**config.mk**
```make
export PLATFORM = sky130hd
export DESIGN_NAME = mem_access_flat
export DESIGN_NICKNAME = d
export VERILOG_FILES = /design/src/rtl/mem_access_if.sv /design/src/rtl/mem_access.sv /design/src/flat_wrapper.sv
export SDC_FILE = /design/constraint.sdc
export NUM_CORES = 1
export LEC_CHECK = 0
export ABC_CLOCK_PERIOD_IN_PS = 2400
export BUFFER_PORTS_ARGS = -buffer_cell sky130_fd_sc_hd__buf_2
export CAP_MARGIN = 20
export CORE_AREA = 2 2 122 124
export DETAILED_ROUTE_END_ITERATION = 8
export DIE_AREA = 0 0 124 126
export GPL_TIMING_DRIVEN = 0
export HOLD_SLACK_MARGIN = 0.05
export PLACE_DENSITY_LB_ADDON = 0.3
export SLEW_MARGIN = 0
export SYNTH_ARGS = -nofsm -noshare
export SYNTH_HDL_FRONTEND = slang
export SYNTH_SLANG_ARGS = --single-unit
```
**constraint.sdc**
```tcl
create_clock -name clk -period 2.4 [get_ports clk]
set_clock_uncertainty 0.15 [all_clocks]
set_input_delay 0.48 -clock clk [delete_from_list [all_inputs] [get_ports clk]]
set_output_delay 0.48 -clock clk [all_outputs]
set_load 0.01 [all_outputs]
```
**src/rtl/mem_access_if.sv**
```systemverilog
// SRAM-like data bus with split addr_ok/data_ok handshake between the MEM stage and the data memory.
interface mem_access_if;
  localparam int unsigned W = 32;

  logic         data_req;
  logic         data_wr;
  logic [1:0]   data_size;
  logic [W-1:0] data_addr;
  logic [W-1:0] data_wdata;
  logic         data_addr_ok;
  logic         data_data_ok;
  logic [W-1:0] data_rdata;

  modport master (
    output data_req, data_wr, data_size, data_addr, data_wdata,
    input  data_addr_ok, data_data_ok, data_rdata
  );

  modport slave (
    input  data_req, data_wr, data_size, data_addr, data_wdata,
    output data_addr_ok, data_data_ok, data_rdata
  );
endinterface

```
**src/rtl/mem_access.sv**
```systemverilog
// MEM pipeline stage: issues loads/stores on the split-handshake data bus, formats data, selects writeback.
// Optional stall-cycle counter output enabled by defining MEM_STALL_CNT_EN.
module mem_access #(
  parameter int unsigned ADDR_W = 32
) (
  input  logic              clk,
  input  logic              rst,
  input  logic              stall_i,
  input  logic              exception_flush,
  input  logic [ADDR_W-1:0] ex_pc_i,
  input  logic [ADDR_W-1:0] ex_alu_res_i,
  input  logic [ADDR_W-1:0] ex_ls_addr_i,
  input  logic              ex_ls_ena_i,
  input  logic [3:0]        ex_ls_sel_i,
  input  logic              ex_wb_reg_sel_i,
  input  logic [ADDR_W-1:0] ex_rt_data_i,
  input  logic              ex_w_reg_ena_i,
  input  logic [4:0]        ex_w_reg_dst_i,
  input  logic              ex_has_exception_i,
  mem_access_if.master      bus,
  output logic [ADDR_W-1:0] mem_pc_o,
  output logic              mem_w_reg_ena_o,
  output logic [4:0]        mem_w_reg_dst_o,
  output logic [ADDR_W-1:0] mem_w_reg_data_o,
`ifdef MEM_STALL_CNT_EN
  output logic [31:0]       mem_stall_cnt_o,
`endif
  output logic              mem_stall_o
);

  localparam logic [2:0] S_IDLE  = 3'd0;
  localparam logic [2:0] S_REQ   = 3'd1;
  localparam logic [2:0] S_WAIT  = 3'd2;
  localparam logic [2:0] S_DONE  = 3'd3;
  localparam logic [2:0] S_DRAIN = 3'd4;

  logic [2:0]        state;
  logic [2:0]        state_nxt;
  logic [ADDR_W-1:0] ld_buf;
  logic [ADDR_W-1:0] ld_fmt;
  logic              access_valid;
  logic              req;
  logic              is_store;
  logic              zext;
  logic [1:0]        size;
  logic [7:0]        ld_byte;
  logic [15:0]       ld_half;

  assign is_store     = ex_ls_sel_i[3];
  assign zext         = ex_ls_sel_i[2];
  assign size         = ex_ls_sel_i[1:0];
  assign access_valid = ex_ls_ena_i & ~ex_has_exception_i;

  // Load data alignment and extension from the byte offset.
  always_comb begin
    ld_byte = bus.data_rdata[7:0];
    ld_half = ex_ls_addr_i[1] ? bus.data_rdata[31:16] : bus.data_rdata[15:0];
    ld_fmt  = bus.data_rdata;
    case (ex_ls_addr_i[1:0])
      2'd1:    ld_byte = bus.data_rdata[15:8];
      2'd2:    ld_byte = bus.data_rdata[23:16];
      2'd3:    ld_byte = bus.data_rdata[31:24];
      default: ld_byte = bus.data_rdata[7:0];
    endcase
    case (size)
      2'd0:    ld_fmt = zext ? {{(ADDR_W-8){1'b0}}, ld_byte}
                             : {{(ADDR_W-8){ld_byte[7]}}, ld_byte};
      2'd1:    ld_fmt = zext ? {{(ADDR_W-16){1'b0}}, ld_half}
                             : {{(ADDR_W-16){ld_half[15]}}, ld_half};
      default: ld_fmt = bus.data_rdata;
    endcase
  end

  // Bus request fields come straight from EX/MEM, which the stall holds steady.
  always_comb begin
    bus.data_wr    = is_store;
    bus.data_size  = size;
    bus.data_addr  = ex_ls_addr_i;
    bus.data_wdata = ex_rt_data_i;
    case (size)
      2'd0:    bus.data_wdata = {4{ex_rt_data_i[7:0]}};
      2'd1:    bus.data_wdata = {2{ex_rt_data_i[15:0]}};
      default: bus.data_wdata = ex_rt_data_i;
    endcase
  end

  // Next state, request and stall.
  always_comb begin
    state_nxt   = state;
    req         = access_valid & ~exception_flush & ~rst &
                  ((state == S_IDLE) | (state == S_REQ));
    mem_stall_o = (state == S_DRAIN) |
                  (access_valid & ((state == S_IDLE) | (state == S_REQ) |
                                   ((state == S_WAIT) & ~bus.data_data_ok)));
    case (state)
      S_IDLE:  if (req) state_nxt = bus.data_addr_ok ? S_WAIT : S_REQ;
      S_REQ: begin
        if (exception_flush)       state_nxt = S_IDLE;
        else if (bus.data_addr_ok) state_nxt = S_WAIT;
      end
      S_WAIT: begin
        if (bus.data_data_ok)     state_nxt = (stall_i & ~exception_flush) ? S_DONE : S_IDLE;
        else if (exception_flush) state_nxt = S_DRAIN;
      end
      S_DONE:  if (exception_flush | ~stall_i) state_nxt = S_IDLE;
      S_DRAIN: if (bus.data_data_ok) state_nxt = S_IDLE;
      default: state_nxt = S_IDLE;
    endcase
  end

  assign bus.data_req = req;

  always_ff @(posedge clk) begin
    if (rst) begin
      state  <= S_IDLE;
      ld_buf <= '0;
    end else begin
      state <= state_nxt;
      if ((state == S_WAIT) && bus.data_data_ok) ld_buf <= ld_fmt;
    end
  end

  // Writeback select: fresh data in the data_ok cycle, held copy while parked in DONE.
  always_comb begin
    mem_w_reg_data_o = ld_buf;
    if (!ex_wb_reg_sel_i)                           mem_w_reg_data_o = ex_alu_res_i;
    else if ((state == S_WAIT) && bus.data_data_ok) mem_w_reg_data_o = ld_fmt;
  end

  assign mem_pc_o        = ex_pc_i;
  assign mem_w_reg_ena_o = ex_w_reg_ena_i & ~ex_has_exception_i;
  assign mem_w_reg_dst_o = ex_w_reg_dst_i;

`ifdef MEM_STALL_CNT_EN
  always_ff @(posedge clk) begin
    if (rst)              mem_stall_cnt_o <= '0;
    else if (mem_stall_o) mem_stall_cnt_o <= mem_stall_cnt_o + 32'd1;
  end
`endif

endmodule

```
**src/flat_wrapper.sv**
```systemverilog
// flat-port wrapper written by rule: the top's interface ports become plain ports
module mem_access_flat 
#(
  parameter int unsigned ADDR_W = 32
)
  (clk, rst, stall_i, exception_flush, ex_pc_i, ex_alu_res_i, ex_ls_addr_i, ex_ls_ena_i, ex_ls_sel_i, ex_wb_reg_sel_i, ex_rt_data_i, ex_w_reg_ena_i, ex_w_reg_dst_i, ex_has_exception_i, mem_pc_o, mem_w_reg_ena_o, mem_w_reg_dst_o, mem_w_reg_data_o, mem_stall_o, bus_data_req, bus_data_wr, bus_data_size, bus_data_addr, bus_data_wdata, bus_data_addr_ok, bus_data_data_ok, bus_data_rdata);
  mem_access_if bus_i ();
  input  logic clk;
  input  logic rst;
  input  logic stall_i;
  input  logic exception_flush;
  input  logic [ADDR_W-1:0] ex_pc_i;
  input  logic [ADDR_W-1:0] ex_alu_res_i;
  input  logic [ADDR_W-1:0] ex_ls_addr_i;
  input  logic ex_ls_ena_i;
  input  logic [3:0] ex_ls_sel_i;
  input  logic ex_wb_reg_sel_i;
  input  logic [ADDR_W-1:0] ex_rt_data_i;
  input  logic ex_w_reg_ena_i;
  input  logic [4:0] ex_w_reg_dst_i;
  input  logic ex_has_exception_i;
  output logic [ADDR_W-1:0] mem_pc_o;
  output logic mem_w_reg_ena_o;
  output logic [4:0] mem_w_reg_dst_o;
  output logic [ADDR_W-1:0] mem_w_reg_data_o;
  output logic mem_stall_o;
  output wire logic [$bits(bus_i.data_req)-1:0] bus_data_req;
  output wire logic [$bits(bus_i.data_wr)-1:0] bus_data_wr;
  output wire logic [$bits(bus_i.data_size)-1:0] bus_data_size;
  output wire logic [$bits(bus_i.data_addr)-1:0] bus_data_addr;
  output wire logic [$bits(bus_i.data_wdata)-1:0] bus_data_wdata;
  input wire logic [$bits(bus_i.data_addr_ok)-1:0] bus_data_addr_ok;
  input wire logic [$bits(bus_i.data_data_ok)-1:0] bus_data_data_ok;
  input wire logic [$bits(bus_i.data_rdata)-1:0] bus_data_rdata;
  assign bus_data_req = bus_i.data_req;
  assign bus_data_wr = bus_i.data_wr;
  assign bus_data_size = bus_i.data_size;
  assign bus_data_addr = bus_i.data_addr;
  assign bus_data_wdata = bus_i.data_wdata;
  assign bus_i.data_addr_ok = bus_data_addr_ok;
  assign bus_i.data_data_ok = bus_data_data_ok;
  assign bus_i.data_rdata = bus_data_rdata;
  mem_access #(.ADDR_W(ADDR_W)) u_core (.clk(clk), .rst(rst), .stall_i(stall_i), .exception_flush(exception_flush), .ex_pc_i(ex_pc_i), .ex_alu_res_i(ex_alu_res_i), .ex_ls_addr_i(ex_ls_addr_i), .ex_ls_ena_i(ex_ls_ena_i), .ex_ls_sel_i(ex_ls_sel_i), .ex_wb_reg_sel_i(ex_wb_reg_sel_i), .ex_rt_data_i(ex_rt_data_i), .ex_w_reg_ena_i(ex_w_reg_ena_i), .ex_w_reg_dst_i(ex_w_reg_dst_i), .ex_has_exception_i(ex_has_exception_i), .bus(bus_i), .mem_pc_o(mem_pc_o), .mem_w_reg_ena_o(mem_w_reg_ena_o), .mem_w_reg_dst_o(mem_w_reg_dst_o), .mem_w_reg_data_o(mem_w_reg_data_o), .mem_stall_o(mem_stall_o));
endmodule
```
==> results.md <==
- Num Clock Sinks: 35
- Synthesized flop and latch total: 35
- Seq/Total Area, Yosys: 19.6%
- Period utilisation layout: 103%
- MaxCap Viol Count: 0
- Die Span Y: 126 um
- DRT iter0 DRCs: 159
- Die area: 15600 sq um
- CTS tree: built
- RSZ-0062 raised after global routing: yes
- Max Root-Sink Buffers: 2
- CP Capture Type: output port
- Ports: 318
- Critical path's largest stage delay: 360 ps
- Area Overhead vs Synth: 74.9%
- Syn Std Cell Area: 3570 sq um
- First-pass GRT wire length: 22.0 mm
- Crit path max fanout: 10
- Worst Max-Slew Pin Slew: 672 ps
- Buffers on Ports: 246
- Root Buffer: clkbuf_16
- Synth warn: 0
- Worst Setup Slack, final: -63.9 ps
- P_leak: 2.94 nW
- Status: finished with violations
- Initial Utilization: 25.0%
- Yosys top cell area share: 19.6%
- Die width: 124 um
- Final slew viol count: 0
- Crit path launch type: input pin
- Vias: 4563
- Drt wl/cell: 17.0 um
- Cell Count, Final, Fillers Out: 935
- Finished Cell Area: 6250 sq um
- Fin. Hold Viols: 0
- Critical path's top delay family: buffers and inverters
- Critical Path RT: 1770 ps
- Async S/R FF share, synth: 0%
- Number of routed nets with antenna violations: 0
- Worst vdd ir: 0.287 mV
- Max Fclk: 406 MHz
- Clock Pin Slew Worst Setup and Hold Paths: 50 ps
- Failing checks: setup timing
- Gr usage total: 18.4%
- Placed wire-length estimate: 12.2 mm
- Cell Chain, Critical Path: buf_4 > mux2i_1 > nor4b_4 > nor2_4 > buf_6 > a41oi_2 > buf_2
- WL final: 15.9 mm
- Crit path buffers/inverters: 3
- Core ar.: 14300 sq um
- CP max stage cell: nor4b_4
- Share of cells above drive strength 1: 68.5%
- Synth area leaders: dfxtp_1, buf_4, nor2_1, mux2_2, a21o_1
- RD Place Congestion: 0.823
- CTS H-tree lvls: 2
- Final setup fails: 15
- Post-Syn Nets: 642
- Worst hold path class: input pin to flop
- Worst skew pair latency: 280 ps
- Post-synth EDFFs: 0
- Initial antenna violation count: 4
- Ys flop type: dfxtp_1
- Rows: 44
- Crit Path Class: input pin to output port
- Pre-Repair DR Iteration Count: 4
- Syn Inst Count: 463
- Slew headroom: 55.2%
- Largest net degree at the start of global routing: 11
- Mean post-synth cell area: 7.72 sq um
- GR Overflow Total: 0
- Final core utilization: 43.7%
- Post-DP Area: 5030 sq um
- Pwr per Cell Area: 373 nW/um^2
- Largest area contributor in the netlist: dfxtp_1
- Nets: 926
- Cells after DPL: 893
- Final critical-path required period: 2460 ps
- CP arrival: 1830 ps
- Vias/cell: 4.88
- Hold_ws: 309 ps
- Yosys cell types: 44
- CTS Buf Count: 5
- Vias in the first global route: 4155
- DRC: 0
[cell type report]
type                            count  area [sq um]
Clock inverter                      1          5.00
Timing Repair Buffer              280          1580
Sequential cell                    35           712
Clock buffer                        6           139
Multi-Input combinational cell    299          2660
Inverter                           13          50.0
Antenna cell                        4          10.0
Buffer                            113           872
Tap cell                          184           230
Fill cell                        1473          8070
[power by group]
part / switching (W) / internal (W)
sequential: 0.0000153 / 0.000606
combinational: 0.000536 / 0.000527
clock: 0.000245 / 0.000405
total: 0.000796 / 0.00154
[what timing repair did]
item	CTS	global route
hold endpoints to repair	0	0
gates resized for setup	114	82
pin swaps	20	31
hold buffers	0	0
setup buffers	11	21
setup endpoints to repair	49	35
gates cloned	2	1
[Yosys cell counts (11+ instances only)]
cell / count
buf_4: 81
nor2_1: 65
dfxtp_1: 35
nand2_1: 27
a21o_1: 25
a211oi_1: 22
clkbuf_1: 22
o21ai_0: 18
mux2_2: 17
mux2i_1: 17
a41oi_1: 16
buf_2: 13
inv_1: 12
nor3_1: 12
a211oi_2: 11
[path summary, 6_finish.rpt]
path,start,slack [ps],end,depth (start not counted)
max reg2reg,u_core.state[2],520,u_core.ld_buf[20],6
max,ex_ls_addr_i[1],-60,mem_w_reg_data_o[30],7
min reg2reg,u_core.ld_buf[6],350,u_core.ld_buf[6],2
min,bus_data_data_ok,310,u_core.state[2],2
[routing by layer]
metal / global-route usage [%] / share of wire (%)
met5: 0 / 0
met4: 8.06 / 2.9
met3: 2.81 / 8.1
met2: 32.2 / 50
met1: 22.1 / 39
[state kept, by name (all words and copies together), names as in the netlist]
| register | cells |
|---|---|
| u_core.ld_buf | 32 |
| u_core.state | 3 |
[layout by cell type (no fill, tap or decap), drive strengths merged, types with 4 or more instances in the layout]
cell type,instances
diode,4
nand2,28
o32ai,7
o21ai,18
buf,373
mux2i,17
a211oi,34
a22o,9
a21o,25
nor3,13
a22oi,9
a21oi,9
nor2b,4
inv,12
clkbuf,26
dfxtp,35
o2bb2ai,8
nor2,65
a41oi,16
mux2,17
[stage by stage]
step	total power, W	TNS [ps]	worst slack (ps)
CTS	0.00225	-1610	-83.6
finish	0.00233	-427	-63.9
global route	0.00244	-1900	-98.1
floorplan	0.00114	0	61.6
global placement	0.00149	-16460	-563
detailed placement	0.00149	-16220	-569
[cells by family (layout without fill, tap and decap cells)]
logic type / count (synthesis) / count (layout) / share of synthesized area [%]
simple gates: 123 / 123 / 16.0
buf+inv: 129 / 413 / 22.5
other cells: 0 / 4 / 0
compound gates: 142 / 142 / 31.7
flops: 35 / 35 / 19.6
mux: 34 / 34 / 10.1
No activity file was read; power rests on OpenSTA's default activity.
